**src/rtl/axi4lite_slave_regfile.sv**
```systemverilog
// AXI4-Lite responder backed by a small register file, with independent write and read FSMs.
// Define AXI4LITE_SLVERR_EN to answer out-of-range addresses with SLVERR instead of OKAY.
module axi4lite_slave_regfile #(
    parameter int unsigned ADDR_WIDTH = 2,
    parameter int unsigned DATA_WIDTH = 8,
    parameter int unsigned NUM_REGS   = 4
) (
    input  logic                  clk,
    input  logic                  rst,
    input  logic [ADDR_WIDTH-1:0] s_awaddr,
    input  logic                  s_awvalid,
    output logic                  s_awready,
    input  logic [DATA_WIDTH-1:0] s_wdata,
    input  logic                  s_wvalid,
    output logic                  s_wready,
    output logic [1:0]            s_bresp,
    output logic                  s_bvalid,
    input  logic                  s_bready,
    input  logic [ADDR_WIDTH-1:0] s_araddr,
    input  logic                  s_arvalid,
    output logic                  s_arready,
    output logic [DATA_WIDTH-1:0] s_rdata,
    output logic [1:0]            s_rresp,
    output logic                  s_rvalid,
    input  logic                  s_rready
);

    localparam logic [1:0] RESP_OKAY = 2'b00;
`ifdef AXI4LITE_SLVERR_EN
    localparam logic [1:0] RESP_BAD  = 2'b10;
`else
    localparam logic [1:0] RESP_BAD  = 2'b00;
`endif

    typedef enum logic [1:0] {W_IDLE, W_ADDR, W_DATA, W_RESP} w_state_e;
    typedef enum logic       {R_IDLE, R_DATA}                 r_state_e;

    w_state_e              w_state_q, w_state_d;
    r_state_e              r_state_q, r_state_d;
    logic [ADDR_WIDTH-1:0] awaddr_q,  awaddr_d;
    logic [DATA_WIDTH-1:0] wdata_q,   wdata_d;
    logic [1:0]            bresp_q,   bresp_d;
    logic [DATA_WIDTH-1:0] rdata_q,   rdata_d;
    logic [1:0]            rresp_q,   rresp_d;
    logic [DATA_WIDTH-1:0] regs_q [NUM_REGS];
    logic [DATA_WIDTH-1:0] regs_d [NUM_REGS];

    logic                  aw_hs, w_hs, ar_hs;
    logic                  commit;
    logic [ADDR_WIDTH-1:0] c_addr;
    logic [DATA_WIDTH-1:0] c_data;
    logic [DATA_WIDTH-1:0] rd_val;

    function automatic logic addr_ok(input logic [ADDR_WIDTH-1:0] a);
        return 32'(a) < NUM_REGS;
    endfunction

    // Ready/valid decoded purely from registered state; reset masks the readies.
    assign s_awready = !rst && ((w_state_q == W_IDLE) || (w_state_q == W_DATA));
    assign s_wready  = !rst && ((w_state_q == W_IDLE) || (w_state_q == W_ADDR));
    assign s_bvalid  = (w_state_q == W_RESP);
    assign s_bresp   = bresp_q;
    assign s_arready = !rst && (r_state_q == R_IDLE);
    assign s_rvalid  = (r_state_q == R_DATA);
    assign s_rdata   = rdata_q;
    assign s_rresp   = rresp_q;

    assign aw_hs = s_awvalid && s_awready;
    assign w_hs  = s_wvalid  && s_wready;
    assign ar_hs = s_arvalid && s_arready;

    // Write FSM: collect address and data in either order, then commit and respond.
    always_comb begin
        w_state_d = w_state_q;
        awaddr_d  = awaddr_q;
        wdata_d   = wdata_q;
        bresp_d   = bresp_q;
        regs_d    = regs_q;
        commit    = 1'b0;
        c_addr    = awaddr_q;
        c_data    = wdata_q;
        case (w_state_q)
            W_IDLE: begin
                if (aw_hs && w_hs) begin
                    commit    = 1'b1;
                    c_addr    = s_awaddr;
                    c_data    = s_wdata;
                    w_state_d = W_RESP;
                end else if (aw_hs) begin
                    awaddr_d  = s_awaddr;
                    w_state_d = W_ADDR;
                end else if (w_hs) begin
                    wdata_d   = s_wdata;
                    w_state_d = W_DATA;
                end
            end
            W_ADDR: begin
                if (w_hs) begin
                    commit    = 1'b1;
                    c_data    = s_wdata;
                    w_state_d = W_RESP;
                end
            end
            W_DATA: begin
                if (aw_hs) begin
                    commit    = 1'b1;
                    c_addr    = s_awaddr;
                    w_state_d = W_RESP;
                end
            end
            W_RESP: begin
                if (s_bready) w_state_d = W_IDLE;
            end
            default: w_state_d = W_IDLE;
        endcase
        if (commit) begin
            bresp_d = addr_ok(c_addr) ? RESP_OKAY : RESP_BAD;
            for (int unsigned i = 0; i < NUM_REGS; i++) begin
                if (32'(c_addr) == i) regs_d[i] = c_data;
            end
        end
    end

    // Read FSM: the register file is sampled before this edge's write lands, so collisions return the old value.
    always_comb begin
        r_state_d = r_state_q;
        rdata_d   = rdata_q;
        rresp_d   = rresp_q;
        rd_val    = '0;
        for (int unsigned i = 0; i < NUM_REGS; i++) begin
            if (32'(s_araddr) == i) rd_val = regs_q[i];
        end
        case (r_state_q)
            R_IDLE: begin
                if (ar_hs) begin
                    rdata_d   = addr_ok(s_araddr) ? rd_val : '0;
                    rresp_d   = addr_ok(s_araddr) ? RESP_OKAY : RESP_BAD;
                    r_state_d = R_DATA;
                end
            end
            R_DATA: begin
                if (s_rready) r_state_d = R_IDLE;
            end
            default: r_state_d = R_IDLE;
        endcase
    end

    always_ff @(posedge clk) begin
        if (rst) begin
            w_state_q <= W_IDLE;
            r_state_q <= R_IDLE;
            awaddr_q  <= '0;
            wdata_q   <= '0;
            bresp_q   <= RESP_OKAY;
            rdata_q   <= '0;
            rresp_q   <= RESP_OKAY;
            for (int unsigned i = 0; i < NUM_REGS; i++) regs_q[i] <= '0;
        end else begin
            w_state_q <= w_state_d;
            r_state_q <= r_state_d;
            awaddr_q  <= awaddr_d;
            wdata_q   <= wdata_d;
            bresp_q   <= bresp_d;
            rdata_q   <= rdata_d;
            rresp_q   <= rresp_d;
            regs_q    <= regs_d;
        end
    end

endmodule

```
**config.mk**
```make
export PLATFORM = sky130hd
export DESIGN_NAME = axi4lite_slave_regfile
export DESIGN_NICKNAME = d
export VERILOG_FILES = /design/src/rtl/axi4lite_slave_regfile.sv
export SDC_FILE = /design/constraint.sdc
export NUM_CORES = 1
export LEC_CHECK = 0
export BUFFER_PORTS_ARGS = -buffer_cell sky130_fd_sc_hd__clkbuf_2
export CAP_MARGIN = 20
export CORE_MARGIN = 8
export CORE_UTILIZATION = 55
export CTS_BUF_LIST = sky130_fd_sc_hd__clkbuf_16
export DETAILED_ROUTE_END_ITERATION = 16
export HOLD_SLACK_MARGIN = 0.08
export PLACE_DENSITY = 0.87
export RECOVER_POWER = 25
export SYNTH_ARGS = -nofsm -noshare
export SYNTH_HDL_FRONTEND = slang
export SYNTH_SLANG_ARGS = --single-unit
```
**constraint.sdc**
```tcl
create_clock -name clk -period 2.61 [get_ports clk]
set_clock_uncertainty 0.1 [all_clocks]
set_input_delay 0.261 -clock clk [delete_from_list [all_inputs] [get_ports clk]]
set_output_delay 0.261 -clock clk [all_outputs]
set_load 0.01 [all_outputs]
```
==> results of run 1 <==
-- registers in the layout (all words and copies together), names as in the netlist --
name / count
awaddr_q: 2
s_rvalid: 1
wdata_q: 8
w_state_q: 2
regs_q: 32
s_rdata: 8
-- power groups by stage --
stage | sequential [W] | clock, W | combinational (W)
6_report | 0.000871 | 0.000658 | 0.000499
5_1_grt | 0.000875 | 0.000706 | 0.000547
4_1_cts | 0.000871 | 0.000671 | 0.000492
3_5_place_dp | 0.000889 | 0 | 0.000488
3_3_place_gp | 0.000885 | 0 | 0.000479
2_1_floorplan | 0.000882 | 0 | 0.000371
-- cell type report --
cell class	count	area, um^2
fillers	400	1653
well taps	67	83.83
clock buffers	5	125.1
clock inverters	3	22.52
flip-flops and latches	53	1061
inverters	4	15.01
multi-input cells	202	1590
repair buffers	43	235.2
-- worst paths after layout --
path                startpoint  cells past startpoint  slack, ps           to
setup / recovery  w_state_q[1]                      8        110   regs_q[10]
hold / removal     s_awaddr[1]                      3        130  awaddr_q[1]
setup reg to reg  w_state_q[1]                      8        110   regs_q[10]
hold reg to reg     s_rdata[6]                      2        370   s_rdata[6]
-- critical path: cells and delay by family, from the launching register on --
kind,cells,cell delay [ps]
muxes,1,350
adders and majority gates,1,250
buffers and inverters,2,290
DFF,1,380
AOI/OAI and AO/OA,1,470
and+or+nand+nor,3,540
-- cell families (layout without fill, tap and decap cells) --
kind of cell / after synthesis / count (layout) / synth area share [%]
mux: 50 / 50 / 23.24
buf+inv: 27 / 55 / 4.312
fa+ha+maj: 5 / 5 / 2.270
simple gates: 95 / 95 / 20.20
compound gates: 48 / 48 / 11.35
other cells: 1 / 4 / 0.1360
flops: 53 / 53 / 38.49
-- cells in the final DEF (no fill, tap or decap), types with 8 or more instances in the layout --
cell type	count
nand2_1	11
nor2_1	19
a22oi_1	8
dfxtp_1	53
mux2_2	30
mux2i_1	10
nor2b_1	42
a31oi_1	8
nand2b_1	11
o21ai_0	9
clkbuf_2	21
clkbuf_1	10
o22ai_1	10
mux4_2	8
buf_4	11
-- through the flow --
step	cells	setup WS (ps)	hold slack (ps)	total power [W]	cell area [um^2]
after floorplan	282	313.9	261.1	0.001253	2768
after global placement	368	263.8	351.9	0.001363	2985
after detailed placement	368	135.3	351.6	0.001377	2985
after CTS	377	118.0	131.2	0.002034	3143
after global routing	377	5.781	156.6	0.002127	3133
final	377	105.4	129.9	0.002028	3133
-- what timing repair did --
action | 4_1_cts | 5_1_grt
hold endpoints to repair | 1 | 0
gates resized for setup | 0 | 1
setup endpoints to repair | 0 | 7
hold buffers | 1 | 0
-- layer usage --
layer  wire length, um  track usage [%]
met3               249            3.403
met5                 0                0
met4                85            6.729
met2              2914            27.83
met1              2579            18.70
==> flow_summary.yaml, run 1 <==
setup_path:
  critPathSlowestCell: "a21oi_1"
  crit_chain: "inv_1 -> ha_1 -> and2_1 -> a21oi_1 -> nor2_1 -> nand3_1 -> buf_4 -> mux2_2"
  crit_type: "flop to flop"
  max_stage_delay_ps: 470
  cp-start-kind: "flop"
  critPathMaxFanout: 9
  critPathArrivalTime_ps: 2580
  worstPathRequired_ps: 2690
  worstSetupEndpointType: "flop"
synthesis:
  synth_common_cells: "dfxtp_1 (53), nor2b_1 (42), mux2_2 (30), nor2_1 (19), clkbuf_1 (14)"
  synth_edf_count: 0
  async_flop_share_pct: 0
  ys.flop_type: "dfxtp_1"
  synth_warnings: 0
  yosysSeqAreaShare_pct: 38.49
  synth_top_area_cell: "dfxtp_1"
  syn_avg_cell_area_um2: 9.880
  netlist_instances: 279
  netlist_area_mm2: 0.002756
  synthTopCellsByArea: "dfxtp_1 (38%), mux2_2 (12%), nor2b_1 (9.5%)"
  synthMostInstantiatedCell: "dfxtp_1"
  ys_types: 36
  synth_top_area_share_pct: 38.49
  synth_seq_cells: 53
floorplanning:
  start_util_pct: 57.59
  fp.dieH_um: 86.79
  io_pins: 36
  core_mm2: 0.004786
  rows: 25
  die_x_um: 86.79
  die_area_mm2: 0.007533
placed_design:
  finalWeightedCongestion: 0.7953
  io_buffers: 31
  dp_hpwl_mm: 4.060
global_route:
  overflow: 0
  grt.total_usage_pct: 16.09
  grt_max_degree: 42
  antenna_found_initial: 0
  grt_pass1_wl_mm: 9.611
  grt_pass1_vias: 2009
detailed_routing:
  wl_mm: 5.828
  post-route-drc-count: 0
  drtAntennaViolNets: 0
  num_vias: 2077
  initialDrtViolationCount: 113
  avgRoutedWirePerCell_um: 15.46
  first_pass_iters: 4
  vias_per_cell: 5.509
final_layout:
  final_util_pct: 65.46
  drive_gt1_share_pct: 27.10
  area_delta_synth_final_pct: 13.66
  antennaDiodeCount: 0
  final_nets: 333
sta:
  slew_viol_final: 0
  rsz0062_at_grt: "no"
  hold_viol: 0
  min_period_ps: 2505
  period_share_pct: 95.96
  fmax_mhz: 399.3
  tightest_slew_ps: 592.6
  finalSetupViolCount: 0
  relSlewSlack_pct: 60.47
  tns_ps: 0
power:
  p_per_area_mw_per_mm2: 647.3
  switching_power_w: 0.0006181
  p_comb_share_pct: 24.6
  pwr-share-seq_pct: 43.0
  swShare_pct: 30.48
  ir_drop_v: 0.0003220
  p_leak_nw: 1.244
  intPower_w: 0.001410
  p_clk_share_pct: 32.5
job:
  maxCapViolCount: 0
cts:
  path_clk_slew_ps: 70
  cts-htree-levels: 2
  clock_latency_ps: 290
  cts_num_sinks: 53
  cts_setup_buffers: 0
  clockBufferDepth: 2
  cts_root_buf: "clkbuf_16"
  cts_tree: "done"
  cts_buffers: 5
worst_hold_path:
  hp-class: "primary input to flop"
run_status:
  status: "finished, final reports clean"
Power figures use the tool's default switching activity.
==> inputs of run 2 (changes only) <==
--- a/config.mk
+++ b/config.mk
@@ -7,11 +7,13 @@
 export LEC_CHECK = 0
 export BUFFER_PORTS_ARGS = -buffer_cell sky130_fd_sc_hd__clkbuf_2
 export CAP_MARGIN = 20
+export CORE_ASPECT_RATIO = 1.4
 export CORE_MARGIN = 8
 export CORE_UTILIZATION = 55
 export CTS_BUF_LIST = sky130_fd_sc_hd__clkbuf_16
 export DETAILED_ROUTE_END_ITERATION = 16
 export HOLD_SLACK_MARGIN = 0.08
+export MAX_ROUTING_LAYER = met4
 export PLACE_DENSITY = 0.87
 export RECOVER_POWER = 25
 export SYNTH_ARGS = -nofsm -noshare
==> flow_summary.yaml, run 2 (same netlist as run 1, synthesis figures left out) <==
setup_path:
  critPathMaxFanout: 8
  critPathSlowestCell: "a221oi_2"
  worstPathRequired_ps: 2690
  cp-start-kind: "flop"
  max_stage_delay_ps: 450
  crit_type: "flop to flop"
  critPathArrivalTime_ps: 2540
  crit_buf_inv: 2
  worstSetupEndpointType: "flop"
  crit_chain: "inv_1 -> ha_1 -> o21ai_1 -> a221oi_2 -> nor4b_4 -> buf_4 -> mux2_2"
  cp_top_family: "compound AO/OA/AOI/OAI gates"
placed_design:
  dp_hpwl_mm: 4.103
  place_ws_ps: 117.8
  finalWeightedCongestion: 0.9068
  io_buffers: 31
cts:
  clock_latency_ps: 290
  cts-htree-levels: 2
  clockBufferDepth: 2
  cts_tree: "done"
  cts_root_buf: "clkbuf_16"
  path_clk_slew_ps: 70
  cts_buffers: 5
  cts_num_sinks: 53
floorplanning:
  io_pins: 36
  fp.dieH_um: 99.76
  die_area_mm2: 0.007565
  start_util_pct: 56.93
  core_mm2: 0.004842
  rows: 30
  die_x_um: 75.83
final_layout:
  final_common_cell: "dfxtp_1"
  area_delta_synth_final_pct: 13.07
  regArea_mm2: 0.001061
  multi_input_area_mm2: 0.001594
  layout_common_cells: "dfxtp_1 (53), nor2b_1 (42), mux2_2 (30), clkbuf_2 (21), nor2_1 (19)"
  drive_gt1_share_pct: 26.62
  largest_reg_flops: 32
  antennaDiodeCount: 0
  final_nets: 331
  nFillCells: 378
  top_register: "regs_q"
  final_util_pct: 64.37
run_status:
  status: "finished, final reports clean"
detailed_routing:
  initialDrtViolationCount: 140
  wl_mm: 6.188
  post-route-drc-count: 0
  vias_per_cell: 5.839
  num_vias: 2172
  drtAntennaViolNets: 0
  avgRoutedWirePerCell_um: 16.63
  first_pass_iters: 4
sta:
  fmax_mhz: 406.1
  tns_ps: 0
  fin_ws_ps: 147.6
  period_share_pct: 94.35
  slew_viol_final: 0
  tightest_slew_ps: 862.1
  rsz0062_at_grt: "no"
  hold_viol: 0
  finalSetupViolCount: 0
  whs_ps: 135.8
  min_period_ps: 2462
  relSlewSlack_pct: 42.53
global_route:
  grtUsageMet1_pct: 19.88
  grt.total_usage_pct: 17.41
  use_met2_pct: 28.77
  grt_pass1_vias: 2122
  use_met3_pct: 2.618
  grt_pass1_wl_mm: 10.09
  antenna_found_initial: 0
  grt_max_degree: 49
  busiest_layer: "met2"
  overflow: 0
power:
  ir_drop_v: 0.0003760
  p_leak_nw: 1.228
  p_per_area_mw_per_mm2: 660.7
job:
  maxCapViolCount: 0
worst_hold_path:
  hp-class: "primary input to flop"
-- run 2: changes by cell type in the layout (fill, tap and decap cells not counted), sizes merged --
cell	before	now
buf	11	8
clkbuf	36	37
clkinv	3	0
clkinvlp	0	1
inv	4	6
-- run 2: worst reg2reg max path, cell delays in order, from the launching register on --
cell	delay [ps]
dfxtp_1	340
inv_1	130
ha_1	300
o21ai_1	150
a221oi_2	450
nor4b_4	300
buf_4	220
mux2_2	360
-- run 2: layer usage --
metal	part of all wire, %	vias up
li1	-	1033
met1	40	1056
met2	52	67
met3	4.8	16
met4	3.1	0
met5	0	-
-- run 2: metrics by stage --
stage	instances	power, W	instance area (um^2)
final	372	0.002059	3117
after global routing	372	0.002145	3117
after CTS	372	0.002053	3127
after detailed placement	363	0.001382	2967
after global placement	363	0.001362	2967
after floorplan	282	0.001253	2768
-- run 2: repair_timing --
item | 4_1_cts | 5_1_grt
hold buffers | 1 | 0
endpoints found under the setup margin | 0 | 24
resized for setup | 0 | 2
endpoints found under the hold margin | 1 | 0
buffers inserted | 0 | 0
-- run 2: final timing paths --
path	from	endpoint	slack, ps	cells after the start
hold reg to reg	s_rdata[7]	s_rdata[7]	380	2
setup / recovery	w_state_q[0]	regs_q[27]	150	7
setup reg to reg	w_state_q[0]	regs_q[27]	150	7
hold / removal	s_wdata[7]	wdata_q[7]	140	3
-- run 2: power breakdown --
group | leakage [nW] | switching [W] | internal, W | total [W]
Clock | 0.0708 | 0.000309 | 0.000363 | 0.000671
Sequential | 0.428 | 0.0000277 | 0.000844 | 0.000872
Combinational | 0.729 | 0.000310 | 0.000206 | 0.000515
Total | 1.23 | 0.000646 | 0.00141 | 0.00206
-- run 2: area by class of cell --
type | count | area share, %
multi-input cells | 202 | 51.14
flip-flops and latches | 53 | 34.04
clock inverters | 3 | 0.8029
inverters | 4 | 0.4817
well taps | 64 | 2.569
clock buffers | 5 | 4.014
repair buffers | 41 | 6.945
==> inputs of run 3 (changes only) <==
--- a/config.mk
+++ b/config.mk
@@ -5,16 +5,16 @@
 export SDC_FILE = /design/constraint.sdc
 export NUM_CORES = 1
 export LEC_CHECK = 0
-export BUFFER_PORTS_ARGS = -buffer_cell sky130_fd_sc_hd__clkbuf_2
 export CAP_MARGIN = 20
 export CORE_ASPECT_RATIO = 1.4
 export CORE_MARGIN = 8
 export CORE_UTILIZATION = 55
 export CTS_BUF_LIST = sky130_fd_sc_hd__clkbuf_16
 export DETAILED_ROUTE_END_ITERATION = 16
+export DONT_BUFFER_PORTS = 1
 export HOLD_SLACK_MARGIN = 0.08
 export MAX_ROUTING_LAYER = met4
-export PLACE_DENSITY = 0.87
+export PLACE_DENSITY = 0.81
 export RECOVER_POWER = 25
 export SYNTH_ARGS = -nofsm -noshare
 export SYNTH_HDL_FRONTEND = slang
==> flow_summary.yaml, run 3 (same netlist as run 1, synthesis figures left out) <==
setup_path:
  worstPathRequired_ps: 2690
  reg2reg_slack_ps: 240
  critPathMaxFanout: 10
  reg2reg_from: "w_state_q[0]"
  worstSetupEndpointType: "flop"
  rr_worst_depth: 7
  crit_type: "flop to flop"
  reg2reg_to: "regs_q[26]"
  max_stage_delay_ps: 450
  critPathSlowestCell: "a221oi_2"
  crit_chain: "inv_1 -> ha_2 -> o21ai_1 -> a221oi_2 -> nor4b_4 -> buf_4 -> mux2_2"
  cp-start-kind: "flop"
  critPathArrivalTime_ps: 2450
cts:
  path_clk_slew_ps: 70
  clock_latency_ps: 290
  cts_buffers: 5
  cts_num_sinks: 53
  cts-htree-levels: 2
  cts_setup_buffers: 0
  clockBufferDepth: 2
  cts_root_buf: "clkbuf_16"
  cts_tree: "done"
detailed_routing:
  avgRoutedWirePerCell_um: 17.57
  vias_per_cell: 5.839
  drtAntennaViolNets: 0
  wl_mm: 6.202
  initialDrtViolationCount: 145
  post-route-drc-count: 0
  first_pass_iters: 4
  num_vias: 2061
placed_design:
  io_buffers: 0
  place_inst: 331
  dp_hpwl_mm: 4.098
  place_ws_ps: 135.9
  finalWeightedCongestion: 0.8652
  dpl_cell_area_mm2: 0.002816
sta:
  fin_ws_ps: 236.2
  tightest_slew_ps: 740.5
  whs_ps: 122.2
  period_share_pct: 90.95
  hold_viol: 0
  tns_ps: 0
  min_period_ps: 2374
  fmax_mhz: 421.3
  finalSetupViolCount: 0
  slew_viol_final: 0
  rsz0062_at_grt: "no"
  relSlewSlack_pct: 50.47
floorplanning:
  start_util_pct: 56.93
  die_area_mm2: 0.007565
  core_mm2: 0.004842
  fp.dieH_um: 99.76
  rows: 30
  die_x_um: 75.83
  io_pins: 36
worst_hold_path:
  min_from: "rst"
  worstHoldEndpoint: "regs_q[31]"
  holdPathStages: 2
  hp-class: "primary input to flop"
job:
  maxCapViolCount: 0
final_layout:
  final_common_cell: "dfxtp_1"
  final_nets: 312
  layout_common_cells: "dfxtp_1 (53), nor2b_1 (42), mux2_2 (30), nor2_1 (19), dlygate4sd3_1 (14)"
  regArea_mm2: 0.001061
  design_area_mm2: 0.003103
  area_delta_synth_final_pct: 12.57
  top_register: "regs_q"
  antennaDiodeCount: 0
  instances_no_fill: 353
  drive_gt1_share_pct: 20.42
  largest_reg_flops: 32
  multi_input_area_mm2: 0.001590
  nFillCells: 379
power:
  switching_power_w: 0.0005844
  pwr-share-seq_pct: 43.9
  p_per_area_mw_per_mm2: 640.1
  p_comb_share_pct: 23.7
  p_leak_nw: 1.186
  intPower_w: 0.001402
  p_clk_share_pct: 32.4
  swShare_pct: 29.42
  ir_drop_v: 0.0002851
run_status:
  status: "finished, final reports clean"
global_route:
  grt_pass1_wl_mm: 10.18
  grt_max_degree: 51
  grt.total_usage_pct: 17.76
  antenna_found_initial: 0
  grt_pass1_vias: 2130
  overflow: 0
run 3: per-stage QoR:
| stage | power, W | utilization (%) |
|---|---|---|
| floorplan | 0.001253 | - |
| global placement | 0.001314 | 58.17 |
| detailed placement | 0.001330 | 58.17 |
| CTS | 0.001989 | 64.03 |
| global route | 0.002083 | 64.08 |
| finish | 0.001986 | 64.08 |
run 3: final cells by class:
cell class / count / area share (%)
clock buffers: 5 / 4.032
clock inverters: 3 / 0.6048
inverters: 4 / 0.4839
multi-input cells: 202 / 51.25
flip-flops and latches: 53 / 34.19
well taps: 64 / 2.581
repair buffers: 22 / 6.855
run 3: metal layers:
metal  up-vias  GRT usage, %  share of wire [%]
met5         -             -                  0
met1      1003         19.24                 39
met4         0         5.795                1.9
met3        12         2.820                5.4
li1        989             -                  -
met2        57         31.28                 54
run 3: worst max-delay path, delay by kind of cell, from the launching register on:
| family | cells | cell delay [ps] |
|---|---|---|
| multiplexers | 1 | 340 |
| buffers and inverters | 2 | 340 |
| flip-flops | 1 | 330 |
| adder cells (fa/ha/maj) | 1 | 320 |
| AND/OR/NAND/NOR | 1 | 260 |
| AO/OA/AOI/OAI | 2 | 570 |
run 3: power groups by stage:
stage | registers (W) | clock network [W] | logic [W]
after floorplan | 0.000882 | 0 | 0.000371
after CTS | 0.000871 | 0.000653 | 0.000464
after detailed placement | 0.000890 | 0 | 0.000440
final | 0.000872 | 0.000643 | 0.000471
after global placement | 0.000886 | 0 | 0.000427
after global routing | 0.000876 | 0.000686 | 0.000522
run 3: repair_timing:
item / CTS / global route
resized for setup: 0 / 1
hold buffers: 14 / 0
endpoints found under the setup margin: 0 / 14
endpoints found under the hold margin: 20 / 0
run 3: how the worst max path moves through the flow:
stage                       from         end  slack, ps  cells past startpoint
CTS                 w_state_q[0]  regs_q[26]        120                      7
global route        w_state_q[0]  regs_q[28]         90                      7
global placement    w_state_q[0]  regs_q[24]        240                      7
finish              w_state_q[0]  regs_q[26]        240                      7
floorplan           w_state_q[0]  regs_q[24]        310                      7
detailed placement  w_state_q[0]  regs_q[26]        140                      7
